**src/rtl/uart_pkg.sv**
```systemverilog
// Shared types and helpers for the uart_rx path: receiver state encoding,
// bit-index width and the clocks-per-bit calculation.
package uart_pkg;

  typedef enum logic [2:0] {
    IDLE   = 3'd0,
    START  = 3'd1,
    DATA   = 3'd2,
    PARITY = 3'd3,
    STOP   = 3'd4,
    BREAK  = 3'd5
  } rx_state_e;

  // Wide enough to index up to 8 data bits.
  localparam int BIT_IDX_W = 3;

  function automatic int clks_per_bit(input int clk_freq, input int baud);
    return clk_freq / baud;
  endfunction

endpackage

```
**src/rtl/uart_rx_ctrl_if.sv**
```systemverilog
// Byte handshake between the UART receiver (master) and its consumer (slave).
interface uart_rx_ctrl_if #(
  parameter int DATA_BITS = 8
);

  logic [DATA_BITS-1:0] rx_data;
  logic                 rx_valid;
  logic                 rx_ready;

  modport master (
    output rx_data,
    output rx_valid,
    input  rx_ready
  );

  modport slave (
    input  rx_data,
    input  rx_valid,
    output rx_ready
  );

endinterface

```
**src/rtl/uart_baud_tick.sv**
```systemverilog
// Bit-period counter: ticks on the terminal count, half-period preload
// lets the first tick land in the middle of the start bit.
module uart_baud_tick #(
  parameter int CLKS_PER_BIT = 10
) (
  input  logic clk,
  input  logic rst,
  input  logic en_i,
  input  logic load_half_i,
  output logic tick_o
);

  localparam int             CW   = $clog2(CLKS_PER_BIT);
  localparam logic [CW-1:0] LAST = CW'(CLKS_PER_BIT - 1);
  localparam logic [CW-1:0] HALF = CW'(CLKS_PER_BIT / 2);

  logic [CW-1:0] cnt_q, cnt_d;

  always_comb begin
    cnt_d = cnt_q;
    if (load_half_i) begin
      cnt_d = HALF;
    end else if (en_i) begin
      cnt_d = (cnt_q == LAST) ? '0 : cnt_q + 1'b1;
    end
  end

  always_ff @(posedge clk) begin
    if (rst) begin
      cnt_q <= '0;
    end else begin
      cnt_q <= cnt_d;
    end
  end

  assign tick_o = en_i && (cnt_q == LAST);

endmodule

```
**src/rtl/uart_rx_ctrl.sv**
```systemverilog
// UART receive frame sequencer with valid/ready byte output.
// Parity bit handling is built only when UART_RX_PARITY_EN is defined.
module uart_rx_ctrl
  import uart_pkg::*;
#(
  parameter int CLK_FREQ   = 50000000,
  parameter int BAUD       = 115200,
  parameter int DATA_BITS  = 8,
  parameter int PARITY_ODD = 0
) (
  input  logic           clk,
  input  logic           rst,
  input  logic           rx_in,
  uart_rx_ctrl_if.master rx_bus,
  output logic           busy,
  output logic           frame_err,
  output logic           overrun_err,
  output logic           parity_err
);

  localparam int                    CPB      = clks_per_bit(CLK_FREQ, BAUD);
  localparam logic [BIT_IDX_W-1:0] LAST_IDX = BIT_IDX_W'(DATA_BITS - 1);

  if (CPB < 4 || DATA_BITS < 5 || DATA_BITS > 8 || PARITY_ODD < 0 || PARITY_ODD > 1)
  begin : g_bad_param
    $error("uart_rx_ctrl: unsupported parameter combination");
  end

  rx_state_e             state_q, state_d;
  logic [BIT_IDX_W-1:0]  bit_idx_q, bit_idx_d;
  logic [DATA_BITS-1:0]  shift_q, shift_d;
  logic [DATA_BITS-1:0]  data_q;
  logic                  valid_q;
  logic                  rx_meta_q, rx_s_q;
  logic                  tick, tick_en, load_half, deliver;

  // Two-flop synchronizer, idles high so reset never looks like a start bit.
  always_ff @(posedge clk) begin
    if (rst) begin
      rx_meta_q <= 1'b1;
      rx_s_q    <= 1'b1;
    end else begin
      rx_meta_q <= rx_in;
      rx_s_q    <= rx_meta_q;
    end
  end

  assign tick_en   = (state_q == START) || (state_q == DATA) ||
                     (state_q == PARITY) || (state_q == STOP);
  assign load_half = (state_q == IDLE) && !rx_s_q;

  uart_baud_tick #(
    .CLKS_PER_BIT(CPB)
  ) u_baud_tick (
    .clk        (clk),
    .rst        (rst),
    .en_i       (tick_en),
    .load_half_i(load_half),
    .tick_o     (tick)
  );

`ifdef UART_RX_PARITY_EN
  logic par_bad_q, par_bad_d;
`endif

  always_comb begin
    state_d   = state_q;
    bit_idx_d = bit_idx_q;
    shift_d   = shift_q;
    frame_err = 1'b0;
    deliver   = 1'b0;
`ifdef UART_RX_PARITY_EN
    par_bad_d = par_bad_q;
`endif
    case (state_q)
      IDLE: begin
        if (!rx_s_q) state_d = START;
      end
      START: begin
        if (tick) begin
          if (!rx_s_q) begin
            state_d   = DATA;
            bit_idx_d = '0;
          end else begin
            state_d = IDLE;
          end
        end
      end
      DATA: begin
        if (tick) begin
          shift_d = {rx_s_q, shift_q[DATA_BITS-1:1]};
          if (bit_idx_q == LAST_IDX) begin
`ifdef UART_RX_PARITY_EN
            state_d = PARITY;
`else
            state_d = STOP;
`endif
          end else begin
            bit_idx_d = bit_idx_q + 1'b1;
          end
        end
      end
`ifdef UART_RX_PARITY_EN
      PARITY: begin
        if (tick) begin
          par_bad_d = rx_s_q ^ (^shift_q) ^ (PARITY_ODD != 0);
          state_d   = STOP;
        end
      end
`endif
      STOP: begin
        if (tick) begin
          if (rx_s_q) begin
            deliver = 1'b1;
            state_d = IDLE;
          end else begin
            frame_err = 1'b1;
            state_d   = BREAK;
          end
        end
      end
      BREAK: begin
        if (rx_s_q) state_d = IDLE;
      end
      default: state_d = IDLE;
    endcase
    if (rst) begin
      frame_err = 1'b0;
      deliver   = 1'b0;
    end
  end

  always_ff @(posedge clk) begin
    if (rst) begin
      state_q   <= IDLE;
      bit_idx_q <= '0;
      shift_q   <= '0;
    end else begin
      state_q   <= state_d;
      bit_idx_q <= bit_idx_d;
      shift_q   <= shift_d;
    end
  end

`ifdef UART_RX_PARITY_EN
  always_ff @(posedge clk) begin
    if (rst) begin
      par_bad_q <= 1'b0;
    end else begin
      par_bad_q <= par_bad_d;
    end
  end

  assign parity_err = deliver && par_bad_q;
`else
  assign parity_err = 1'b0;
`endif

  // A held byte is only replaced when the consumer takes it in the same cycle.
  always_ff @(posedge clk) begin
    if (rst) begin
      data_q  <= '0;
      valid_q <= 1'b0;
    end else if (deliver && (!valid_q || rx_bus.rx_ready)) begin
      data_q  <= shift_q;
      valid_q <= 1'b1;
    end else if (valid_q && rx_bus.rx_ready) begin
      valid_q <= 1'b0;
    end
  end

  assign overrun_err     = deliver && valid_q && !rx_bus.rx_ready;
  assign busy            = (state_q != IDLE);
  assign rx_bus.rx_data  = data_q;
  assign rx_bus.rx_valid = valid_q;

endmodule

```
**src/flat_wrapper.sv**
```systemverilog
// flat-port wrapper written by rule: the top's interface ports become plain ports
module uart_rx_ctrl_flat import uart_pkg::*;
#(
  parameter int CLK_FREQ   = 50000000,
  parameter int BAUD       = 115200,
  parameter int DATA_BITS  = 8,
  parameter int PARITY_ODD = 0
)
  (clk, rst, rx_in, busy, frame_err, overrun_err, parity_err, rx_bus_rx_data, rx_bus_rx_valid, rx_bus_rx_ready);
  uart_rx_ctrl_if #(.DATA_BITS(DATA_BITS)) rx_bus_i ();
  input  logic clk;
  input  logic rst;
  input  logic rx_in;
  output logic busy;
  output logic frame_err;
  output logic overrun_err;
  output logic parity_err;
  output wire logic [$bits(rx_bus_i.rx_data)-1:0] rx_bus_rx_data;
  output wire logic [$bits(rx_bus_i.rx_valid)-1:0] rx_bus_rx_valid;
  input wire logic [$bits(rx_bus_i.rx_ready)-1:0] rx_bus_rx_ready;
  assign rx_bus_rx_data = rx_bus_i.rx_data;
  assign rx_bus_rx_valid = rx_bus_i.rx_valid;
  assign rx_bus_i.rx_ready = rx_bus_rx_ready;
  uart_rx_ctrl #(.CLK_FREQ(CLK_FREQ), .BAUD(BAUD), .DATA_BITS(DATA_BITS), .PARITY_ODD(PARITY_ODD)) u_core (.clk(clk), .rst(rst), .rx_in(rx_in), .rx_bus(rx_bus_i), .busy(busy), .frame_err(frame_err), .overrun_err(overrun_err), .parity_err(parity_err));
endmodule
```
**config.mk**
```make
export PLATFORM = sky130hd
export DESIGN_NAME = uart_rx_ctrl_flat
export DESIGN_NICKNAME = d
export VERILOG_FILES = /design/src/rtl/uart_pkg.sv /design/src/rtl/uart_rx_ctrl_if.sv /design/src/rtl/uart_baud_tick.sv /design/src/rtl/uart_rx_ctrl.sv /design/src/flat_wrapper.sv
export SDC_FILE = /design/constraint.sdc
export NUM_CORES = 1
export LEC_CHECK = 0
export ABC_AREA = 1
export CAP_MARGIN = 10
export CORE_ASPECT_RATIO = 1.1
export CORE_MARGIN = 2
export CORE_UTILIZATION = 35
export DETAILED_ROUTE_END_ITERATION = 8
export GPL_TIMING_DRIVEN = 0
export PLACE_DENSITY = 0.55
export SYNTH_ARGS = -nofsm -noshare
export SYNTH_HDL_FRONTEND = slang
export SYNTH_SLANG_ARGS = --single-unit
```
**constraint.sdc**
```tcl
create_clock -name clk -period 1.48 [get_ports clk]
set_input_delay 0.296 -clock clk [delete_from_list [all_inputs] [get_ports clk]]
set_output_delay 0.296 -clock clk [all_outputs]
set_load 0.02 [all_outputs]
```
# ---- Word-level counts from Yosys, hierarchy flattened
# Index checks and enable logic that the tools add are counted.
dict set report classes {
  addsub 2
  n_eq_ne 15
  muxes 27
  reduce_logical 22
}
# operator count
set op_table {}
lappend op_table {{3-bit 2-to-1 mux} 11}
lappend op_table {{8-bit 2-to-1 mux} 2}
lappend op_table {{3-bit one-hot mux with 5 select lines} 1}
lappend op_table {{1-bit 2-to-1 mux} 10}
lappend op_table {{9-bit by 1-bit adder with 9-bit output (second input constant)} 1}
lappend op_table {{3-bit equality test (second input constant)} 3}
lappend op_table {{9-bit equality test (second input constant)} 1}
lappend op_table {{9-bit 2-to-1 mux} 1}
lappend op_table {{2-bit by 1-bit != test with 1-bit output (second input constant)} 4}
lappend op_table {{2-bit != test (second input constant)} 4}
lappend op_table {{3-bit by 2-bit equality test with 1-bit output (second input constant)} 2}
lappend op_table {{1-bit logical AND} 6}
lappend op_table {{3-bit one-hot mux with 2 select lines} 1}
lappend op_table {{6-bit AND reduction} 1}
lappend op_table {{2-bit nonzero test} 3}
lappend op_table {{5-bit AND reduction} 1}
lappend op_table {{1-bit logical OR} 4}
lappend op_table {{3-bit by 1-bit adder with 3-bit output (second input constant)} 1}
lappend op_table {{3-bit by 1-bit equality test with 1-bit output (second input constant)} 1}
lappend op_table {{1-bit logical NOT} 3}
lappend op_table {{3-bit logical NOT} 1}
lappend op_table {{3-bit nonzero test} 1}
lappend op_table {{2-bit 2-to-1 mux} 1}
lappend op_table {{2-bit AND reduction} 1}
lappend op_table {{2-bit OR reduction} 1}
dict set report totals {
  ff_bits 34
  in_bits 4
  output_inout_bits 13
  wordCells 75
}

# ---- Logic depth before layout (Yosys ltp)
# Gate-level depths: netlist of the first run.
dict set report depth {
  ltp_word 10
  mapped_depth 12
  ltp_nobuf 12
}

# ---- Hierarchy
# A second synthesis of the first run with hierarchy kept.
dict set report unflattened {
  cells_unflattened 242
  hier_area_um2 1704.1
}
# module n_inst cells_each area_each_um2
set modules_own_cells {}
lappend modules_own_cells {uart_rx_ctrl 1 158 1144.8}
lappend modules_own_cells {uart_baud_tick 1 84 559.3}

# ---- Least setup slack after synthesis of the first run
# No wires, ideal clock.
dict set report synth_timing {
  kind {register to output}
  start {register u_core.u_baud_tick.cnt_q[0]}
  end {output frame_err}
  arrival_ns 1.390
  slack_ns -0.206
  path_stages_with_launch 6
  path_buffers 0
  cell_sequence {dfxtp_1 > ha_1 > nand2_1 > nor2_1 > nand2_2 > nor4_1}
}
dict set report synth_via {
  elab_chain_len 5
}
# item line
set synth_lines {}
lappend synth_lines {{from (decl)} uart_baud_tick.sv:17} ;# logic [CW-1:0] cnt_q, cnt_d;
lappend synth_lines {{from (signal assigned)} uart_baud_tick.sv:32} ;# cnt_q <= cnt_d;
lappend synth_lines {{9-bit equality test} uart_baud_tick.sv:36} ;# assign tick_o = en_i && (cnt_q == LAST);
lappend synth_lines {{1-bit logical AND} uart_baud_tick.sv:36}
lappend synth_lines {{1-bit 2-to-1 mux} uart_rx_ctrl.sv:112} ;# if (tick) begin
lappend synth_lines {{1-bit 2-to-1 mux} uart_rx_ctrl.sv:75} ;# case (state_q)
lappend synth_lines {{1-bit 2-to-1 mux} uart_rx_ctrl.sv:127} ;# if (rst) begin
lappend synth_lines {{to (decl)} flat_wrapper.sv:15} ;# output logic frame_err;
# No other way between the ends.

# ---- Worst setup path after layout of the first run
dict set report layout_timing {
  start {register u_core.u_baud_tick.cnt_q[1]}
  end {output overrun_err}
}
dict set report layout_via {
  elab_chain_len 7
}
# item line
set layout_lines {}
lappend layout_lines {{9-bit equality test} uart_baud_tick.sv:36}
lappend layout_lines {{1-bit logical AND} uart_baud_tick.sv:36}
lappend layout_lines {{1-bit 2-to-1 mux} uart_rx_ctrl.sv:112}
lappend layout_lines {{1-bit 2-to-1 mux} uart_rx_ctrl.sv:75}
lappend layout_lines {{1-bit 2-to-1 mux} uart_rx_ctrl.sv:127}
lappend layout_lines {{1-bit logical AND (2 in a row)} uart_rx_ctrl.sv:172} ;# assign overrun_err = deliver && valid_q && !rx_bus.rx_ready;
lappend layout_lines {{to (decl)} flat_wrapper.sv:16} ;# output logic overrun_err;
# No other way between the ends.

==> results of run 1 <==
-- registers in the layout, summed over array words and instances, names as in the netlist --
signal and count:
u_core.u_baud_tick.cnt_q 9, u_core.shift_q 8, u_core.rx_bus.rx_valid 1, u_core.rx_meta_q 1, u_core.state_q 3, u_core.rx_bus.rx_data 8
u_core.rx_s_q 1, u_core.bit_idx_q 3
-- worst max-delay path, cell delays in order, from the launching register on --
cell,delay [ps]
dfxtp_2,330
inv_2,60
ha_4,120
nand2_1,40
nor2_1,110
nand2_2,120
nor2_4,110
inv_2,50
nor2_2,90
buf_6,120
-- logic make-up (layout without fill, tap and decap cells) --
logic type	count (synthesis)	count (layout)	synth area share [%]
AND/OR/NAND/NOR	137	137	34.56
adder cells (fa/ha/maj)	4	4	2.782
flip-flops	34	34	37.83
XOR/XNOR	1	1	0.4869
AO/OA/AOI/OAI	33	33	10.99
other	1	1	0.2084
buffers and inverters	51	86	13.14
-- synthesized netlist by cell type, types with 3 or more instances --
library cell | n | share of area [%]
nand2_1 | 54 | 11
nor2_1 | 44 | 9.2
inv_1 | 40 | 8.3
dfxtp_1 | 34 | 38
nand3_1 | 17 | 4.7
a21oi_1 | 12 | 3.3
o21ai_0 | 9 | 2.5
a211oi_1 | 7 | 2.9
nand2_2 | 7 | 2.4
buf_6 | 5 | 3.1
ha_1 | 4 | 2.8
buf_2 | 3 | 0.83
or2_2 | 3 | 1.0
-- how the worst max path moves through the flow --
stage / from / to / slack (ps) / cells after the start
2_1_floorplan: u_core.u_baud_tick.cnt_q[0] / frame_err / 30 / 5
3_3_place_gp: u_core.u_baud_tick.cnt_q[0] / overrun_err / -570 / 8
3_5_place_dp: u_core.u_baud_tick.cnt_q[0] / overrun_err / -570 / 8
4_1_cts: u_core.u_baud_tick.cnt_q[1] / overrun_err / -350 / 9
5_1_grt: u_core.u_baud_tick.cnt_q[1] / overrun_err / -350 / 9
6_report: u_core.u_baud_tick.cnt_q[1] / overrun_err / -260 / 9
-- power groups by stage --
stage	Clock (uW)	Sequential (uW)	Combinational [uW]
2_1_floorplan	0	1140	1210
3_3_place_gp	0	1170	1480
3_5_place_dp	0	1170	1480
4_1_cts	1060	1180	1950
5_1_grt	1120	1220	2200
6_report	1040	1210	1990
-- final cells by class --
class | instances | share of cell area [%]
multi-input combinational | 176 | 42.56
clock inverter | 3 | 2.821
buffer | 9 | 3.231
clock buffer | 5 | 2.821
timing repair buffer | 28 | 10.77
inverter | 41 | 6.308
tap | 58 | 2.974
sequential | 34 | 28.51
-- timing repair --
| item | 4_1_cts | 5_1_grt |
|---|---|---|
| setup endpoints to repair | 33 | 33 |
| buffers inserted | 11 | 3 |
| endpoints found under the hold margin | 0 | 0 |
| gates cloned | 1 | 2 |
| gates resized for setup | 59 | 28 |
| pin swaps | 13 | 11 |
-- routing by layer --
metal	share of wire, %	GRT usage [%]	vias to the layer above
met5	0	0	-
met4	1.2	5.849	0
met3	3.2	3.807	6
met2	50	26.15	19
met1	46	19.17	741
li1	-	-	871
-- stage by stage --
stage               instances  power, uW
floorplan                 261       2356
detailed placement        333       2653
CTS                       352       4192
global route              354       4542
global placement          333       2646
finish                    354       4238
==> results.toml, run 1 <==
[status]
outcome = "finished, violations left"
violations = "setup timing"

[final_layout]
diodes = 0
post-route-util_pct = 49.13
fin_nets = 303
final_area_sq_mm = 0.002440
multiInputGateArea_sq_mm = 0.001039
area_growth_pct = 35.60
fill_cells = 493
regArea_sq_um = 695.7
final_common_cell = "nand2_1"
drive_gt1_share_pct = 30.74
final_cell_mix = "nand2_1, inv_1, nor2_1"

[detailed_routing]
vias = 1637
drtPass1Iterations = 4
detail-route-antenna-nets = 0
wl_mm = 4.204
drc = 0
drtIter0Drc = 68
viasPerCell = 4.624
wl_per_cell_um = 11.88

[global_routing]
grt_pass1_vias = 1537
grt_max_degree = 13
grt_pass1_wl_mm = 6.927
gr-total-overflow = 0
antenna_found_initial = 0
grt_usage_pct = 15.62

[power_and_ir_drop]
p_sw_share_pct = 38.71
p_seq_share_pct = 28.4
p_switching_uw = 1640
intPower_uw = 2597
clkPwrFrac_pct = 24.7
comb_power_share_pct = 46.9
irDropWorstVdd_mv = 0.8039
power.density_mw_per_mm2 = 1737
p_leak_uw = 0.001171

[sta]
skew_ps = 9.851
finalCritPeriodShare_pct = 117.5
slew_viol_final = 0
tightest_slew_ps = 640.7
slew_headroom_pct = 57.29
rsz0062_at_grt = "true"
fin_tns_setup_ps = -1032
worst_slack_ps = -258.5
setup_viol_count_final = 12
fmax_ghz = 0.5752
whs_ps = 338.8
fin_crit_ps = 1738
hold_viol = 0

[worst_setup_path]
r2r_slack_ps = -80
crit_type = "reg2out"
critPathMaxFanout = 3
cp.arrival_ps = 1440
crit_path_end_kind = "primary output"
r2r_end = "u_core.rx_bus.rx_data[4]"
reg2reg_depth = 11
required_ps = 1180
critPathLaunchType = "flip-flop"
regToRegStartpoint = "u_core.u_baud_tick.cnt_q[1]"

[logic_synthesis]
synthesis.nets = 269
synth_edf_count = 0
netlist_instances = 261
synthFlopType = "dfxtp_1"
synth_async_sr_flop_share_pct = 0
synth.avg_cell_area_sq_um = 6.894
ys_seq_area_share_pct = 37.83
ys_warn_count = 0
syn_area_sq_mm = 0.001799
yosys.cell_types.count = 30
synth-seq-cells = 34

[min_path]
whs_endpoint = "u_core.shift_q[0]"
hp-start = "rst"
hp-class = "in2reg"
hold_depth = 2

[cts]
cts.clk_slew.worst_paths_ps = 80
clock-sinks = 34
cts-hold-fix-buffers = 0
root_buffer = "clkbuf_8"
cts_max_level = 2
cts_buffer_depth = 2
numCtsBuffers = 5
cts_tree = "done"
insertion_delay_ps = 290

[die]
dieArea_sq_mm = 0.005731
ioPinCount = 17
fp.dieW_um = 72.36
rows = 27
die_h_um = 79.20
core-area_sq_mm = 0.004966
start_util_pct = 36.23

[placement]
port_buffers = 14
hpwl_mm = 2.714
dpl_cell_area_sq_mm = 0.002021
pre_cts_slack_ps = -565.3
gp_congestion = 0.7793

[run]
drv_cap = 0
Note: power is estimated with default switching activity, not from simulation.
==> inputs of run 2 (changes only) <==
Settings changed: PLACE_DENSITY 0.55 to unset, PLACE_DENSITY_LB_ADDON set to 0.08, SETUP_SLACK_MARGIN set to 0.1.
==> results.toml, run 2 (synthesis results as in run 1) <==
[status]
outcome = "finished, violations left"
violations = "setup timing"

[worst_setup_path]
critPathLaunchType = "flip-flop"
crit_type = "reg2out"
required_ps = 1180
worstPathCellList = "inv_2 > ha_4 > nand2_2 > nor2_2 > nand2_2 > nor2_4 > inv_2 > nor2_4 > buf_6"
r2r_end = "u_core.rx_bus.rx_data[2]"
crit_start = "u_core.u_baud_tick.cnt_q[1]"
crit_path_end = "overrun_err"
critPathMaxFanout = 3
crit_path_end_kind = "primary output"
reg2reg_depth = 13
r2r_slack_ps = -110
slowest_stage = "dfxtp_2"
cp.arrival_ps = 1440
cp_slowest_stage_delay_ps = 330
regToRegStartpoint = "u_core.u_baud_tick.cnt_q[1]"

[global_routing]
grt_usage_pct = 16.50
antenna_found_initial = 0
grt_max_degree = 12
gr-total-overflow = 0
grt_pass1_vias = 1566
grt_pass1_wl_mm = 7.320

[power_and_ir_drop]
power_uw = 4035
comb_power_share_pct = 52.4
irDropWorstVdd_mv = 0.8711
intPower_uw = 2390
p_seq_share_pct = 29.3
power.density_mw_per_mm2 = 1589
p_leak_uw = 0.001187
clkPwrFrac_pct = 18.3
p_sw_share_pct = 40.77
p_switching_uw = 1645

[placement]
pre_cts_slack_ps = -543.8
gp_congestion = 0.7963
hpwl_mm = 2.800
port_buffers = 14

[sta]
finalCritPeriodShare_pct = 117.2
slew_viol_final = 0
slew_headroom_pct = 60.16
rsz0062_at_grt = "true"
fin_crit_ps = 1735
whs_ps = 347.0
fmax_ghz = 0.5763
skew_ps = 7.842
hold_viol = 0
worst_slack_ps = -255.3
setup_viol_count_final = 22
tightest_slew_ps = 597.6

[die]
fp.dieW_um = 72.36
ioPinCount = 17
die_h_um = 79.20
rows = 27
core-area_sq_mm = 0.004966
start_util_pct = 36.23
dieArea_sq_mm = 0.005731

[detailed_routing]
wl_per_cell_um = 11.99
drc = 0
drtIter0Drc = 27
drtPass1Iterations = 4
vias = 1674
wl_mm = 4.328
detail-route-antenna-nets = 0
viasPerCell = 4.637

[cts]
numCtsBuffers = 5
cts-hold-fix-buffers = 0
insertion_delay_ps = 290
root_buffer = "clkbuf_8"
cts.clk_slew.worst_paths_ps = 80
cts_max_level = 2
cts_tree = "done"
clock-sinks = 34
cts_buffer_depth = 2

[min_path]
hp-class = "in2reg"

[final_layout]
final_common_cell = "nand2_1"
largest_reg_flops = 9
regMostFlops = "u_core.u_baud_tick.cnt_q"
post-route-util_pct = 51.15
area_growth_pct = 41.17
final_cell_mix = "nand2_1, inv_1, nor2_1"
drive_gt1_share_pct = 33.00
fin_nets = 310
fill_cells = 524
diodes = 0

[run]
drv_cap = 0
==> run 2: cell count changes in the layout (fill, tap and decap cells not counted), sizes merged <==
| cell | change |
|---|---|
| buf | +8 |
| bufinv | -2 |
| clkinvlp | +1 |
==> run 2: stage by stage <==
stage | cells | setup TNS, ps | instance area, sq um
after global routing | 361 | -4298 | 2540
after detailed placement | 333 | -2002 | 2057
after CTS | 355 | -2513 | 2434
after global placement | 333 | -1796 | 2057
after floorplan | 261 | 0 | 1844
final | 361 | -1946 | 2540
==> run 2: timing repair <==
action,in CTS,in global routing
gates resized for setup,71,21
pin swaps,18,7
setup buffers,12,6
endpoints found under the setup margin,41,34
cloned,2,1
==> run 2: layout make-up <==
class	count	area, sq um	area share (%)
Tap cell	58	72.57	2.857
Sequential cell	34	693.2	27.29
Timing Repair Buffer	34	349.1	13.74
Clock inverter	2	12.51	0.4926
Inverter	41	156.4	6.158
Multi-Input combinational cell	176	1084	42.66
Buffer	10	90.09	3.547
Clock buffer	6	82.58	3.251
==> run 2: critical path: cells and delay by family, from the launching register on <==
family / cells / cell delay [ps]
simple gates: 5 / 440
flops: 1 / 330
fa+ha+maj: 1 / 140
buf+inv: 3 / 250
==> run 2: power groups by stage <==
stage / combinational (uW) / sequential [uW] / clock (uW)
5_1_grt: 2370 / 1200 / 803
3_3_place_gp: 1510 / 1190 / 0
4_1_cts: 1940 / 1180 / 768
6_report: 2120 / 1180 / 738
2_1_floorplan: 1240 / 1150 / 0
3_5_place_dp: 1520 / 1180 / 0
==> run 2: worst min path at each step <==
stage	start	slack [ps]	depth (start not counted)	endpoint
final	rst	350	2	u_core.shift_q[2]
after detailed placement	u_core.rx_meta_q	400	1	u_core.rx_s_q
after global placement	u_core.rx_meta_q	390	1	u_core.rx_s_q
after CTS	rst	340	2	u_core.shift_q[2]
after floorplan	u_core.rx_meta_q	390	1	u_core.rx_s_q
after global routing	rst	370	2	u_core.shift_q[1]
==> run 2: metal layers <==
metal / global-route usage (%) / up-vias / wire length (um)
met5: 0 / - / 0
met4: 5.660 / 0 / 49
li1: - / 888 / -
met2: 28.35 / 16 / 2212
met3: 3.807 / 5 / 104
met1: 19.98 / 765 / 1961
==> inputs of run 3 (changes only) <==
Settings changed: PLACE_DENSITY set to 0.58, PLACE_DENSITY_LB_ADDON 0.08 to unset.
Clock period 1.48 ns to 1.6 ns, I/O delays scaled along.
==> results.toml, run 3 (synthesis results as in run 1) <==
[cts]
cts_buffer_depth = 2
numCtsBuffers = 5
insertion_delay_ps = 290
cts_max_level = 2
cts_tree = "done"
cts.clk_slew.worst_paths_ps = 70
clock-sinks = 34
root_buffer = "clkbuf_8"

[power_and_ir_drop]
p_switching_uw = 1558
p_sw_share_pct = 42.07
power_uw = 3703
power.density_mw_per_mm2 = 1542
p_seq_share_pct = 29.6
intPower_uw = 2145
clkPwrFrac_pct = 18.1
p_leak_uw = 0.001169
irDropWorstVdd_mv = 0.9518
comb_power_share_pct = 52.3

[die]
ioPinCount = 17
dieArea_sq_mm = 0.005731
core-area_sq_mm = 0.004966
fp.dieW_um = 72.36
start_util_pct = 36.23
rows = 27
die_h_um = 79.20

[sta]
skew_ps = 5.995
setup_viol_count_final = 2
worst_slack_ps = -183.2
slew_viol_final = 0
finalCritPeriodShare_pct = 111.5
slew_headroom_pct = 66.56
rsz0062_at_grt = "true"
fin_crit_ps = 1783
hold_viol = 0
tightest_slew_ps = 501.6
fmax_ghz = 0.5608

[final_layout]
final_cells = 358
final_area_sq_mm = 0.002401
diodes = 0
drive_gt1_share_pct = 30.33
post-route-util_pct = 48.35
regMostFlops = "u_core.u_baud_tick.cnt_q"
fin_nets = 307
final_cell_mix = "nand2_1, nor2_1, inv_1"
area_growth_pct = 33.45
largest_reg_flops = 9
final_common_cell = "nand2_1"

[worst_setup_path]
crit_top_cell = "nor2_4"
worstPathCellList = "buf_6 > nor2_4 > nand4_1 > nor2_4 > inv_2 > nor2_4 > buf_6"
cp.arrival_ps = 1460
cp_slowest_stage_delay_ps = 320
r2r_end = "u_core.rx_bus.rx_data[1]"
r2r_slack_ps = 20
slowest_stage = "dfxtp_2"
crit_type = "reg2out"
required_ps = 1280
reg2reg_depth = 9
critPathMaxFanout = 6
critPathLaunchType = "flip-flop"
regToRegStartpoint = "u_core.state_q[1]"
crit_path_end_kind = "primary output"

[detailed_routing]
drtIter0Drc = 54
drtPass1Iterations = 4
wl_met2_mm = 1.976
top_layer_used = "met4"
wl_met1_mm = 1.886
vias = 1673
detail-route-antenna-nets = 0
drc = 0
wl_per_cell_um = 11.28
viasPerCell = 4.673
wl_met3_um = 126
wl_mm = 4.040

[global_routing]
grt_pass1_wl_mm = 6.920
grt_max_degree = 12
antenna_found_initial = 0
grt_pass1_vias = 1527
grt_usage_pct = 15.54
gr-total-overflow = 0

[min_path]
hp-start = "rst"
hp-class = "in2reg"
hold_depth = 2
whs_endpoint = "u_core.shift_q[2]"

[placement]
port_buffers = 14
pre_cts_slack_ps = -497.1
gp_congestion = 0.7700
hpwl_mm = 2.584
dpl_cell_area_sq_mm = 0.002021
dp.cells = 333

[run]
drv_cap = 0

[status]
violations = "setup timing"
outcome = "finished, violations left"
## run 3: cell count changes in the layout (fill, tap and decap cells not counted), moves of 5 or more
cell and change:
a211oi_2 -5, buf_6 -5, a211oi_1 +5, buf_4 +5
## run 3: power groups by stage
stage          clock network (uW)  registers [uW]  logic [uW]
4_1_cts                       699            1070        1590
3_3_place_gp                    0            1080        1360
5_1_grt                       744            1110        2160
2_1_floorplan                   0            1060        1120
6_report                      670            1100        1940
3_5_place_dp                    0            1090        1360
## run 3: routing by layer
metal	vias to the layer above	track usage, %
met5	-	0
met3	5	4.442
met1	766	19.16
met2	15	25.78
met4	0	5.094
li1	887	-
## run 3: area by class of cell
cell class | count | area (sq um)
Tap cell | 58 | 72.57
Multi-Input combinational cell | 176 | 1044
Buffer | 10 | 86.33
Sequential cell | 34 | 688.2
Fill cell | 494 | 2565
Inverter | 41 | 153.9
Clock inverter | 2 | 12.51
Clock buffer | 6 | 82.58
Timing Repair Buffer | 31 | 261.5
## run 3: worst max-delay path by stage
stage / depth (start not counted) / slack, ps / to / start
after floorplan: 5 / 120 / frame_err / u_core.u_baud_tick.cnt_q[0]
after global placement: 8 / -480 / overrun_err / u_core.u_baud_tick.cnt_q[0]
after detailed placement: 8 / -500 / overrun_err / u_core.u_baud_tick.cnt_q[0]
after CTS: 9 / -230 / overrun_err / u_core.u_baud_tick.cnt_q[1]
after global routing: 7 / -270 / overrun_err / u_core.state_q[1]
final: 7 / -180 / overrun_err / u_core.state_q[1]
## run 3: through the flow
stage	setup TNS (ps)	hold WS, ps
4_1_cts	-415.7	321.1
6_report	-342.2	349.2
2_1_floorplan	0	389.5
5_1_grt	-1097	355.2
3_3_place_gp	-887.6	390.7
3_5_place_dp	-910.0	393.3
## run 3: what timing repair did
item,CTS,global route
cloned,1,1
resized for setup,50,28
hold buffers,0,0
endpoints found under the setup margin,33,33
pin swaps,16,14
buffers inserted,6,9
## run 3: worst max-delay path: cells and delay by family (launching register included)
kind | cells | cell delay (ps)
and+or+nand+nor | 4 | 570
DFF | 1 | 320
buffers and inverters | 3 | 280
